$ cat src/rtl/rand_gen_arb.sv
// rand_gen_arb
// Shares one registered 32-bit xorshift128 generator among NREQ consumers.
// The block sequences the generator through reseed, warm-up discard and run,
// then hands out samples round-robin. The generator is stepped exactly once
// per grant, so no two consumers ever receive the same sample.
//
// Parameters:
//   NREQ  number of requesters (2..16)
//   WL_W  width of warmup_len
//
// Ports:
//   clk         clock
//   rst         synchronous reset, active-high
//   enable      1 = grant samples, 0 = hold generator and issue no grants
//   restart     one-cycle pulse: reseed the generator and re-run warm-up
//   warmup_len  generator steps discarded after each reseed
//   req         per-requester level request
//   gnt         one-hot grant pulse, dout is valid alongside it
//   dout        delivered sample
//   busy        high while reseeding or warming up
//   rng_rst     generator reset
//   rng_run     generator step enable
//   rng_out     generator output word
//   sample_cnt  delivered-sample count (0 unless counter is built)
//
// Build option:
//   RAND_GEN_ARB_CNT_EN  when defined, builds the 32-bit wrapping sample counter.

module rand_gen_arb #(
  parameter int NREQ = 4,
  parameter int WL_W = 16
) (
  input  logic            clk,
  input  logic            rst,
  input  logic            enable,
  input  logic            restart,
  input  logic [WL_W-1:0] warmup_len,
  input  logic [NREQ-1:0] req,
  output logic [NREQ-1:0] gnt,
  output logic [31:0]     dout,
  output logic            busy,
  output logic            rng_rst,
  output logic            rng_run,
  input  logic [31:0]     rng_out,
  output logic [31:0]     sample_cnt
);

  localparam int PW = (NREQ > 1) ? $clog2(NREQ) : 1;

  typedef enum logic [1:0] {
    S_RSTGEN,
    S_WARM,
    S_RUN,
    S_HOLD
  } state_t;

  state_t          state;
  state_t          state_nxt;
  logic [WL_W-1:0] wc;
  logic [PW-1:0]   ptr;
  logic [PW-1:0]   winner;
  logic            any_req;
  logic            do_grant;
  logic [NREQ-1:0] winner_onehot;

  // Round-robin search: start just above the last winner and wrap, so the
  // most recently served requester is considered last.
  always_comb begin
    int idx;
    winner  = ptr;
    any_req = 1'b0;
    idx     = 0;
    for (int i = 1; i <= NREQ; i++) begin
      idx = int'(ptr) + i;
      if (idx >= NREQ) idx = idx - NREQ;
      if (!any_req && req[idx]) begin
        winner  = PW'(idx);
        any_req = 1'b1;
      end
    end
  end

  assign winner_onehot = {{(NREQ-1){1'b0}}, 1'b1} << winner;

  // Sequencing and grant decision. restart wins over everything so a reseed
  // never coincides with a delivered sample or a generator step.
  always_comb begin
    state_nxt = state;
    do_grant  = 1'b0;
    rng_run   = 1'b0;
    unique case (state)
      S_RSTGEN: begin
        state_nxt = (warmup_len != '0) ? S_WARM : S_RUN;
      end
      S_WARM: begin
        rng_run = 1'b1;
        if (wc == WL_W'(1)) state_nxt = S_RUN;
      end
      S_RUN: begin
        if (!enable) begin
          state_nxt = S_HOLD;
        end else if (any_req) begin
          do_grant = 1'b1;
          rng_run  = 1'b1;
        end
      end
      S_HOLD: begin
        if (enable) state_nxt = S_RUN;
      end
    endcase
    if (restart) begin
      state_nxt = S_RSTGEN;
      do_grant  = 1'b0;
      rng_run   = 1'b0;
    end
  end

  // State, warm-up counter, pointer and registered grant/sample.
  // dout holds its last sample between grants.
  always_ff @(posedge clk) begin
    if (rst) begin
      state <= S_RSTGEN;
      wc    <= '0;
      ptr   <= PW'(NREQ - 1);
      gnt   <= '0;
      dout  <= '0;
    end else begin
      state <= state_nxt;
      gnt   <= '0;
      if (do_grant) begin
        gnt  <= winner_onehot;
        dout <= rng_out;
        ptr  <= winner;
      end
      if (state == S_RSTGEN) begin
        wc <= warmup_len;
      end else if (state == S_WARM && wc != '0) begin
        wc <= wc - WL_W'(1);
      end
    end
  end

  assign rng_rst = rst | (state == S_RSTGEN);
  assign busy    = (state == S_RSTGEN) || (state == S_WARM);

`ifdef RAND_GEN_ARB_CNT_EN
  logic [31:0] cnt_q;

  // Counts cycles with a grant pulse; a clear beats an increment.
  always_ff @(posedge clk) begin
    if (rst || restart) begin
      cnt_q <= '0;
    end else if (|gnt) begin
      cnt_q <= cnt_q + 32'd1;
    end
  end

  assign sample_cnt = cnt_q;
`else
  assign sample_cnt = '0;
`endif

endmodule

$ cat config.mk
export PLATFORM = sky130hd
export DESIGN_NAME = rand_gen_arb
export DESIGN_NICKNAME = d
export VERILOG_FILES = /design/src/rtl/rand_gen_arb.sv
export SDC_FILE = /design/constraint.sdc
export NUM_CORES = 1
export LEC_CHECK = 0
export ABC_AREA = 1
export BUFFER_PORTS_ARGS = -buffer_cell sky130_fd_sc_hd__buf_4
export CORE_MARGIN = 2
export CORE_UTILIZATION = 40
export CTS_CLUSTER_SIZE = 16
export DETAILED_ROUTE_END_ITERATION = 10
export PLACE_DENSITY = 0.67
export SLEW_MARGIN = 0
export SYNTH_ARGS = -nofsm -noshare
export SYNTH_HDL_FRONTEND = slang
export SYNTH_SLANG_ARGS = --single-unit
$ cat constraint.sdc
create_clock -name clk -period 1.95 [get_ports clk]
set_input_delay 0.2925 -clock clk [delete_from_list [all_inputs] [get_ports clk]]
set_output_delay 0.2925 -clock clk [all_outputs]
set_load 0.05 [all_outputs]
==> summary.md, run 1 <==
| Metric | Value |
|---|---|
| Outcome | finished, final reports clean |
| Maximum fanout along the worst path | 8 |
| Worst Skew | 18.00 ps |
| Mux share of post-synthesis cell area | 0 |
| Final core occ | 0.5282 |
| Area growth from synthesis to layout | 28.05% |
| Fill cells | 794 |
| Area taken by multi-input logic gates | 1951 um^2 |
| Main combinational cell family by area after synthesis | simple AND/OR/NAND/NOR gates |
| Vias per cell | 4.541 |
| Antenna cells | 0 |
| Reg clk slew, reported paths | 120 ps |
| Detailed placement HPWL | 6062 um |
| # DRC | 0 |
| Most common cell after layout, fill and taps aside | nand2_1 |
| DR vias | 3138 |
| Synth Instances | 480 |
| Most frequent cells in the layout | nand2_1, buf_4, dfxtp_1 |
| Area share of xor/xnor cells in the synthesized design | 0.01034 |
| Total gr overflow | 0 |
| WP data required | 1660 ps |
| Horiz. Die Dim | 96.05 um |
| Syn_area_per_cell | 7.061 um^2 |
| Max Fclk | 525.5 MHz |
| CTS tree | done |
| Synth Register Bits | 56 |
| Crit path kind | flop to primary output |
| Layout cells sized above 1 | 0.3567 |
| Post-synthesis simple-gate area fraction | 0.3928 |
| Rows | 33 |
| Crit path DAT | 1610 ps |
| Synth Area in Compound Gates | 0.07863 |
| Clk network pwr share | 0.247 |
| Sw Share | 0.3686 |
| Final instance area | 4340 um^2 |
| Initial antenna violation count | 0 |
| Leakage | 0.002227 uW |
| Yosys Warn Count | 0 |
| Fin. Hold Viols | 0 |
| DR iter-0 viols | 139 |
| H-Tree Depth | 2 |
| Sequential area share after synthesis | 0.3307 |
| Area of the core | 8217 um^2 |
| Max Root-Sink Buffers | 2 |
| Hold crit path type | input port to flop |
| Min Tclk post-route | 1903 ps |
| Sequential power share | 0.455 |
| Final setup viols | 0 |
| Clock sink count | 56 |
| Max cap viols | 0 |
| Post-layout nets | 649 |
| Vias in the first global route | 2850 |
| Unrepaired setup endpoints after global routing | true |
| Psw | 1009 uW |
| Cell Area, Synth | 3390 um^2 |
| Total GRT Usage | 0.1770 |
| Pin count of the biggest net entering global routing | 34 |
| Non-Filler Instances | 691 |
| Cell Int Power | 1729 uW |
| Worst skew pair latency | 320 ps |
| Endpoint class of the critical path | primary output |
| Final wirelength | 8387 um |
| Power per cell area | 630.8 nW/um^2 |
| Die Area | 9226 um^2 |
| Post-synth cell types | 35 |
| Post-Place Cells | 670 |
| FF+latch area | 1131 um^2 |
| CTS root buf | clkbuf_8 |
| Initial Util | 0.4125 |
| Num CTS Buffers | 5 |
| GP Congestion | 0.8506 |
| Placed cell areas | 4034 um^2 |
| Gate power share | 0.298 |
| First-pass GRT wire length | 12900 um |
| Adder-Cell Fraction of Synth Area | 0.02953 |
| DRT Pass-1 Iters | 5 |
| Fin. max-slew vios | 0 |
| Die height | 96.05 um |
| I/O pins | 127 |
| Wire per inst | 12.14 um |
| Tcrit/Tclk final | 0.9759 |
| Port bufs | 94 |
| DRT antenna net count | 0 |
| Peak VDD IR | 0.2911 mV |
| CP Launch Type | flop |
[worst max-delay path: stages, from the launching register on]
cell     delay [ps]
dfxtp_4         410
inv_8           110
nand2_4          50
nand2_4          90
nand2_4          60
nand2_4          90
nor2_8           40
nand3_4          50
nand2_2          60
a21oi_2         140
buf_6           180
[power by group through the flow]
stage          clock [uW]  sequential (uW)  combinational (uW)
4_1_cts               706             1240                 792
5_1_grt               750             1260                 907
3_3_place_gp            0             1270                 768
6_report              675             1250                 816
2_1_floorplan           0             1280                 596
3_5_place_dp            0             1270                 777
[cell type report]
| type | instances | share of cell area |
|---|---|---|
| sequential | 56 | 0.2606 |
| tap | 105 | 0.03027 |
| timing repair buffer | 117 | 0.2070 |
| inverter | 33 | 0.03200 |
| multi-input combinational | 372 | 0.4494 |
| clock inverter | 3 | 0.004901 |
| clock buffer | 5 | 0.01585 |
[repair_timing]
| item | in CTS | in global routing |
|---|---|---|
| setup endpoints to repair | 1 | 3 |
| buffers inserted | 7 | 6 |
| hold endpoints to repair | 0 | 0 |
| gates resized for setup | 12 | 27 |
| hold buffers | 0 | 0 |
| pin swaps | 10 | 14 |
[through the flow]
step | hold slack (ps) | power (uW) | setup slack (ps) | setup TNS, ps
6_report | 158.9 | 2738 | 47.06 | 0
5_1_grt | 142.8 | 2915 | -41.37 | -41.37
4_1_cts | 148.1 | 2742 | 1.818 | 0
3_5_place_dp | 456.6 | 2050 | 95.20 | 0
3_3_place_gp | 447.4 | 2038 | 140.0 | 0
2_1_floorplan | 397.2 | 1872 | 67.80 | 0
[layer usage]
metal | GRT usage | wire (um)
met3 | 0.02819 | 359
met1 | 0.2309 | 3728
met4 | 0.05238 | 73
met5 | 0 | 0
met2 | 0.2998 | 4225
[final timing paths]
kind	from	endpoint	slack, ps	depth (start not counted)
setup / recovery	ptr[0]	rng_run	50	10
hold / removal	rng_out[20]	dout[20]	160	3
setup reg to reg	ptr[0]	dout[31]	190	11
hold reg to reg	dout[6]	dout[6]	470	2
[kinds of logic after synthesis]
| group | Yosys count |
|---|---|
| compound gates | 51 |
| xor+xnor | 4 |
| fa+ha+maj | 8 |
| buf+inv | 83 |
| flops | 56 |
| other cells | 1 |
| simple gates | 277 |
[cells in the mapped netlist, drive strengths merged]
cell,number,area [um^2]
ha,8,100.1
nor2,53,217.7
xnor2,1,8.760
clkinv,1,3.750
or2,1,6.260
buf,42,370.4
nor3,3,15.01
a22oi,1,7.510
a31oi,1,6.260
o21ai,18,90.08
clkbuf,8,30.03
xor2,3,26.28
a21oi,28,140.1
o31ai,1,7.510
nand4,3,18.77
dfxtp,56,1121
nand3,47,322.8
conb,1,3.750
nand2,170,750.7
o211ai,2,15.01
inv,32,127.6
[flip-flops by register name, summed over array words and instances (netlist names)]
signal	count
ptr	2
wc	16
state	2
gnt	4
dout	32
(Power assumes the default switching activity.)
==> inputs of run 2 (changes only) <==
--- a/config.mk
+++ b/config.mk
@@ -5,13 +5,12 @@
 export SDC_FILE = /design/constraint.sdc
 export NUM_CORES = 1
 export LEC_CHECK = 0
-export ABC_AREA = 1
 export BUFFER_PORTS_ARGS = -buffer_cell sky130_fd_sc_hd__buf_4
 export CORE_MARGIN = 2
 export CORE_UTILIZATION = 40
 export CTS_CLUSTER_SIZE = 16
 export DETAILED_ROUTE_END_ITERATION = 10
-export PLACE_DENSITY = 0.67
+export PLACE_DENSITY = 0.7
 export SLEW_MARGIN = 0
 export SYNTH_ARGS = -nofsm -noshare
 export SYNTH_HDL_FRONTEND = slang
==> run 2 against run 1 <==
Sequential cell count unchanged. Wire length down 12%. Via count down 16%. Clock skew down 9.3 ps. Clock power up 1%. Combinational power down 18%. Global-route usage up 1.2 points. Worst hold slack better by 21 ps. Critical path depth down 4. Critical endpoint unchanged.
==> summary.md, run 2 <==
| Metric | Value |
|---|---|
| Top cells by area, synth | dfxtp_1, a22o_1, buf_4 |
| Outcome | finished, final reports clean |
| Largest area contributor in the netlist | dfxtp_1 |
| Maximum fanout along the worst path | 4 |
| Die Area | 7715 um^2 |
| Fin. max-slew vios | 0 |
| Hold_buf cts | 0 |
| Reg clk slew, reported paths | 110 ps |
| R2R Path Start | state[1] |
| Area taken by multi-input logic gates | 1470 um^2 |
| Final wirelength | 7342 um |
| Die height | 87.84 um |
| Fin. Hold Viols | 0 |
| CTS-repair resized insts | 0 |
| I/O pins | 127 |
| Peak VDD IR | 0.2822 mV |
| Hold WS | 179.6 ps |
| Async set-or-reset flop fraction in the synthesized netlist | 0 |
| WP data required | 1660 ps |
| # DRC | 0 |
| Sequential area share after synthesis | 0.3988 |
| GP Congestion | 0.8745 |
| EDFF count, synth | 0 |
| Setup TNS Final | 0 ps |
| CTS tree | done |
| Detailed placement HPWL | 5385 um |
| Synth Instances | 299 |
| Max reg flops | 32 |
| Pin count of the biggest net entering global routing | 39 |
| Initial Util | 0.4138 |
| First-pass GRT wire length | 11470 um |
| Setup crit end | rng_run |
| Setup crit start | state[0] |
| Clock sink count | 56 |
| Synth top cells by count | dfxtp_1, a22o_1, buf_4 |
| Worst skew pair latency | 320 ps |
| CP Launch Type | flop |
| Wire per inst | 14.68 um |
| Synth Register Bits | 56 |
| Tcrit/Tclk final | 0.9387 |
| Hold crit path type | input port to flop |
| Top flop regs | dout: 32 flops, wc: 16 flops, gnt: 4 flops |
| Post-synth cell types | 50 |
| Antenna cells | 0 |
| Rows | 30 |
| Post-CTS Setup Bufs | 0 |
| Total gr overflow | 0 |
| Max cap viols | 0 |
| DR iter-0 viols | 114 |
| Post-layout nets | 467 |
| Layout cells sized above 1 | 0.3416 |
| Total GRT Usage | 0.1886 |
| Worst r2r path cells | 5 |
| Worst Skew | 8.667 ps |
| Port bufs | 94 |
| FF+latch area | 1125 um^2 |
| Yosys top cell area share | 0.3988 |
| Crit path kind | flop to primary output |
| Area of the core | 6794 um^2 |
| Yosys Warn Count | 0 |
| H-Tree Depth | 2 |
| Power per cell area | 694.2 nW/um^2 |
| Vias per cell | 5.264 |
| Max Fclk | 546.3 MHz |
| Horiz. Die Dim | 87.84 um |
| DR vias | 2632 |
| Min Tclk post-route | 1830 ps |
| R2r endpoint | wc[4] |
| Max Root-Sink Buffers | 2 |
| Initial antenna violation count | 0 |
| Crit path DAT | 1540 ps |
| Worst-Margin Slew | 521.1 ps |
| Leakage | 0.001668 uW |
| Most frequent cells in the layout | buf_4, dfxtp_1, a22o_1, conb_1, inv_1 |
| Slew Limit Headroom | 0.6494 |
| Final setup viols | 0 |
| Cell Area, Synth | 2811 um^2 |
| DRT antenna net count | 0 |
| Top reg by flops | dout |
| Top_reg_cell synth | dfxtp_1 |
| Num CTS Buffers | 5 |
| DRT Pass-1 Iters | 4 |
| Vias in the first global route | 2419 |
| Endpoint class of the critical path | primary output |
| CTS root buf | clkbuf_8 |
| Most common cell after layout, fill and taps aside | buf_4 |
| Most common cell in the netlist | dfxtp_1 |
| Reg2reg setup slack | 120 ps |
| Syn_area_per_cell | 9.403 um^2 |
| Fill cells | 625 |
| Area growth from synthesis to layout | 32.98% |
==> run 2: changes by cell type in the layout (fill, tap and decap cells not counted), moves of 6 or more <==
cell	before	now
nand2_2	43	1
a22o_1	0	32
nand2_4	12	0
nor2_1	51	11
nand3_2	11	0
nand3_1	33	4
nor4_1	0	6
a21oi_1	27	12
inv_1	26	16
nand2_1	115	10
==> run 2: cells by family after synthesis <==
logic type / share of synthesized area
AO/OA/AOI/OAI: 0.2501
AND/OR/NAND/NOR: 0.1811
buffers and inverters: 0.1259
flip-flops: 0.3988
adder cells (fa/ha/maj): 0.03560
multiplexers: 0.007121
other: 0.001334
==> run 2: area by class of cell <==
| class | instances | area share |
|---|---|---|
| multi-input cells | 212 | 0.3932 |
| flip-flops and latches | 56 | 0.3009 |
| repair buffers | 112 | 0.2326 |
| well taps | 96 | 0.03213 |
| clock buffers | 5 | 0.01841 |
| inverters | 16 | 0.01606 |
| clock inverters | 3 | 0.006693 |
==> run 2: worst max-delay path, cell delays in order (launching register included) <==
cell,delay (ps)
dfxtp_2,350
inv_1,110
ha_1,200
nand2_2,100
o21ai_1,130
and3b_1,180
buf_6,160
==> run 2: worst min path at each step <==
stage / startpoint / endpoint / slack [ps] / depth (start not counted)
CTS: rng_out[18] / dout[18] / 170 / 2
floorplan: rng_out[24] / dout[24] / 430 / 1
global route: rng_out[15] / dout[15] / 170 / 2
global placement: dout[16] / dout[16] / 460 / 1
finish: rng_out[1] / dout[1] / 180 / 2
detailed placement: dout[29] / dout[29] / 460 / 1
==> run 2: power breakdown <==
group / internal, uW / switching [uW] / leakage (uW) / total, uW
clock network: 266 / 418 / 0.0000504 / 684
registers: 1190 / 53.4 / 0.000457 / 1240
logic: 254 / 418 / 0.00116 / 672
==> run 2: through the flow <==
step | area (um^2) | utilization | worst slack, ps | std cells | power, uW
floorplan | 2928 | - | 143.6 | 330 | 1732
global placement | 3628 | 0.5341 | 154.4 | 492 | 1915
detailed placement | 3628 | 0.5341 | 104.3 | 492 | 1921
CTS | 3722 | 0.5479 | 6.042 | 500 | 2605
global route | 3739 | 0.5503 | -6.907 | 500 | 2725
finish | 3739 | 0.5503 | 119.5 | 500 | 2595
==> run 2: layer usage <==
layer	global-route usage	vias up	share of wire
li1	-	1275	-
met2	0.2837	133	0.46
met1	0.2536	1214	0.43
met4	0.06713	0	0.0094
met3	0.06221	10	0.10
met5	0	-	0
==> inputs of run 3 (changes only) <==
==> constraint.sdc (replaced) <==
create_clock -name clk -period 1.95 [get_ports clk]
set_input_delay 0 -clock clk [delete_from_list [all_inputs] [get_ports clk]]
set_output_delay 0 -clock clk [all_outputs]
set_load 0.05 [all_outputs]
==> run 3 against run 2 <==
Cell count increased by 7.6%. Die area stayed put. Global-route usage is 1.9 points higher. Worst setup slack worse by 21 ps. Sequential cell count is the same. Sequential power is essentially flat. Clock skew is essentially flat. Core utilization is 5.7 points higher. Sequential share of layout area fell by 2.9 points. First-iteration DRC count is 41% higher.
==> summary.md, run 3 (synthesized netlist as in run 2, its figures left out) <==
| Metric | Value |
|---|---|
| Pin count of the biggest net entering global routing | 39 |
| Top flop regs | dout: 32 flops, wc: 16 flops, gnt: 4 flops |
| Wire per inst | 15.05 um |
| Worst-Margin Slew | 574.7 ps |
| Horiz. Die Dim | 87.84 um |
| CTS root buf | clkbuf_8 |
| R2r endpoint | wc[4] |
| Clock sink count | 56 |
| CTS tree | done |
| H-Tree Depth | 2 |
| Sw Share | 0.3306 |
| Hold crit path type | input port to flop |
| Leakage | 0.001828 uW |
| Area taken by multi-input logic gates | 1475 um^2 |
| Detailed placement HPWL | 5421 um |
| Die height | 87.84 um |
| Fin. Hold Viols | 0 |
| Post-layout nets | 505 |
| Placed cell areas | 3621 um^2 |
| Endpoint class of the critical path | flop |
| Reg clk slew, reported paths | 110 ps |
| Final wirelength | 8095 um |
| Tcrit/Tclk final | 0.9495 |
| Setup crit end | wc[4] |
| Vias per cell | 5.173 |
| Area growth from synthesis to layout | 46.77% |
| Layout cells sized above 1 | 0.3077 |
| Num CTS Buffers | 5 |
| Worst skew pair latency | 310 ps |
| Crit path kind | flop to flop |
| Outcome | finished, final reports clean |
| Final instance area | 4126 um^2 |
| Antenna cells | 0 |
| Max cap viols | 0 |
| Reg2reg setup slack | 100 ps |
| DR iter-0 viols | 161 |
| Peak VDD IR | 0.3866 mV |
| Power per cell area | 647.0 nW/um^2 |
| I/O pins | 127 |
| Port bufs | 94 |
| CP Launch Type | flop |
| Final setup margin | 98.55 ps |
| WP data required | 2180 ps |
| Fin. max-slew vios | 0 |
| Slew Limit Headroom | 0.6134 |
| DRT antenna net count | 0 |
| Rows | 30 |
| Area of the core | 6794 um^2 |
| FF+latch area | 1122 um^2 |
| Unrepaired setup endpoints after global routing | false |
| Total gr overflow | 0 |
| R2R Path Start | wc[0] |
| Total GRT Usage | 0.2075 |
| Max reg flops | 32 |
| Crit path DAT | 2080 ps |
| DRT Pass-1 Iters | 4 |
| Max Root-Sink Buffers | 2 |
| Most common cell after layout, fill and taps aside | buf_4 |
| Dpl ws | 49.78 ps |
| DR vias | 2783 |
| Cell Int Power | 1787 uW |
| Worst Skew | 8.180 ps |
| First-pass GRT wire length | 12500 um |
| Fill cells | 562 |
| Top reg by flops | dout |
| Vias in the first global route | 2685 |
| Most frequent cells in the layout | buf_4, dfxtp_1, dlygate4sd3_1 |
| Maximum fanout along the worst path | 7 |
| Setup TNS Final | 0 ps |
| Worst r2r path cells | 6 |
| Gate power share | 0.275 |
| Initial Util | 0.4138 |
| Setup crit start | wc[0] |
| # DRC | 0 |
| GP Congestion | 0.8299 |
| Sequential power share | 0.465 |
| Clk network pwr share | 0.261 |
| Final setup viols | 0 |
| Max Fclk | 540.1 MHz |
| Initial antenna violation count | 0 |
| Min Tclk post-route | 1851 ps |
| Die Area | 7715 um^2 |
| Psw | 882.5 uW |
[run 3: worst max-delay path: stages, from the launching register on]
cell	delay, ps
dfxtp_2	380
inv_1	80
ha_1	200
nor3b_2	160
and4_1	280
or3_2	420
a311oi_1	250
[run 3: worst min path at each step]
stage	startpoint	endpoint	cells after the start
finish	warmup_len[3]	wc[3]	3
global route	warmup_len[8]	wc[8]	3
CTS	warmup_len[3]	wc[3]	3
detailed placement	rng_out[13]	dout[13]	2
global placement	rng_out[10]	dout[10]	2
floorplan	rng_out[24]	dout[24]	1
[run 3: repair_timing]
| action | CTS | global route |
|---|---|---|
| endpoints found under the hold margin | 39 | 0 |
| gates resized for setup | 0 | 5 |
| endpoints found under the setup margin | 0 | 11 |
| hold buffers | 39 | 0 |
| setup buffers | 0 | 0 |
[run 3: routing by layer]
metal	part of all wire	track usage	up-vias
met3	0.076	0.05844	4
met2	0.49	0.3567	121
met1	0.43	0.2559	1315
li1	-	-	1343
met4	0.0065	0.05315	0
met5	0	0	-
[run 3: metrics by stage]
stage	utilization	hold slack [ps]	cells	power (uW)
final	0.6074	13.38	538	2670
after global routing	0.6074	23.93	538	2801
after CTS	0.6052	9.213	538	2668
after detailed placement	0.5330	220.7	491	1919
after global placement	0.5330	215.0	491	1912
after floorplan	-	133.0	330	1732
[run 3: area by class of cell]
class                      count  area share
clock buffer                   6     0.02001
inverter                      16     0.01455
tap                           96     0.02911
sequential                    56      0.2720
multi-input combinational    212      0.3575
timing repair buffer         150      0.3026
clock inverter                 2    0.004245
[run 3: power by group through the flow]
stage | clock, uW | sequential, uW | combinational (uW)
floorplan | 0 | 1270 | 459
global placement | 0 | 1260 | 651
detailed placement | 0 | 1260 | 657
CTS | 711 | 1240 | 721
global route | 767 | 1250 | 789
finish | 696 | 1240 | 733
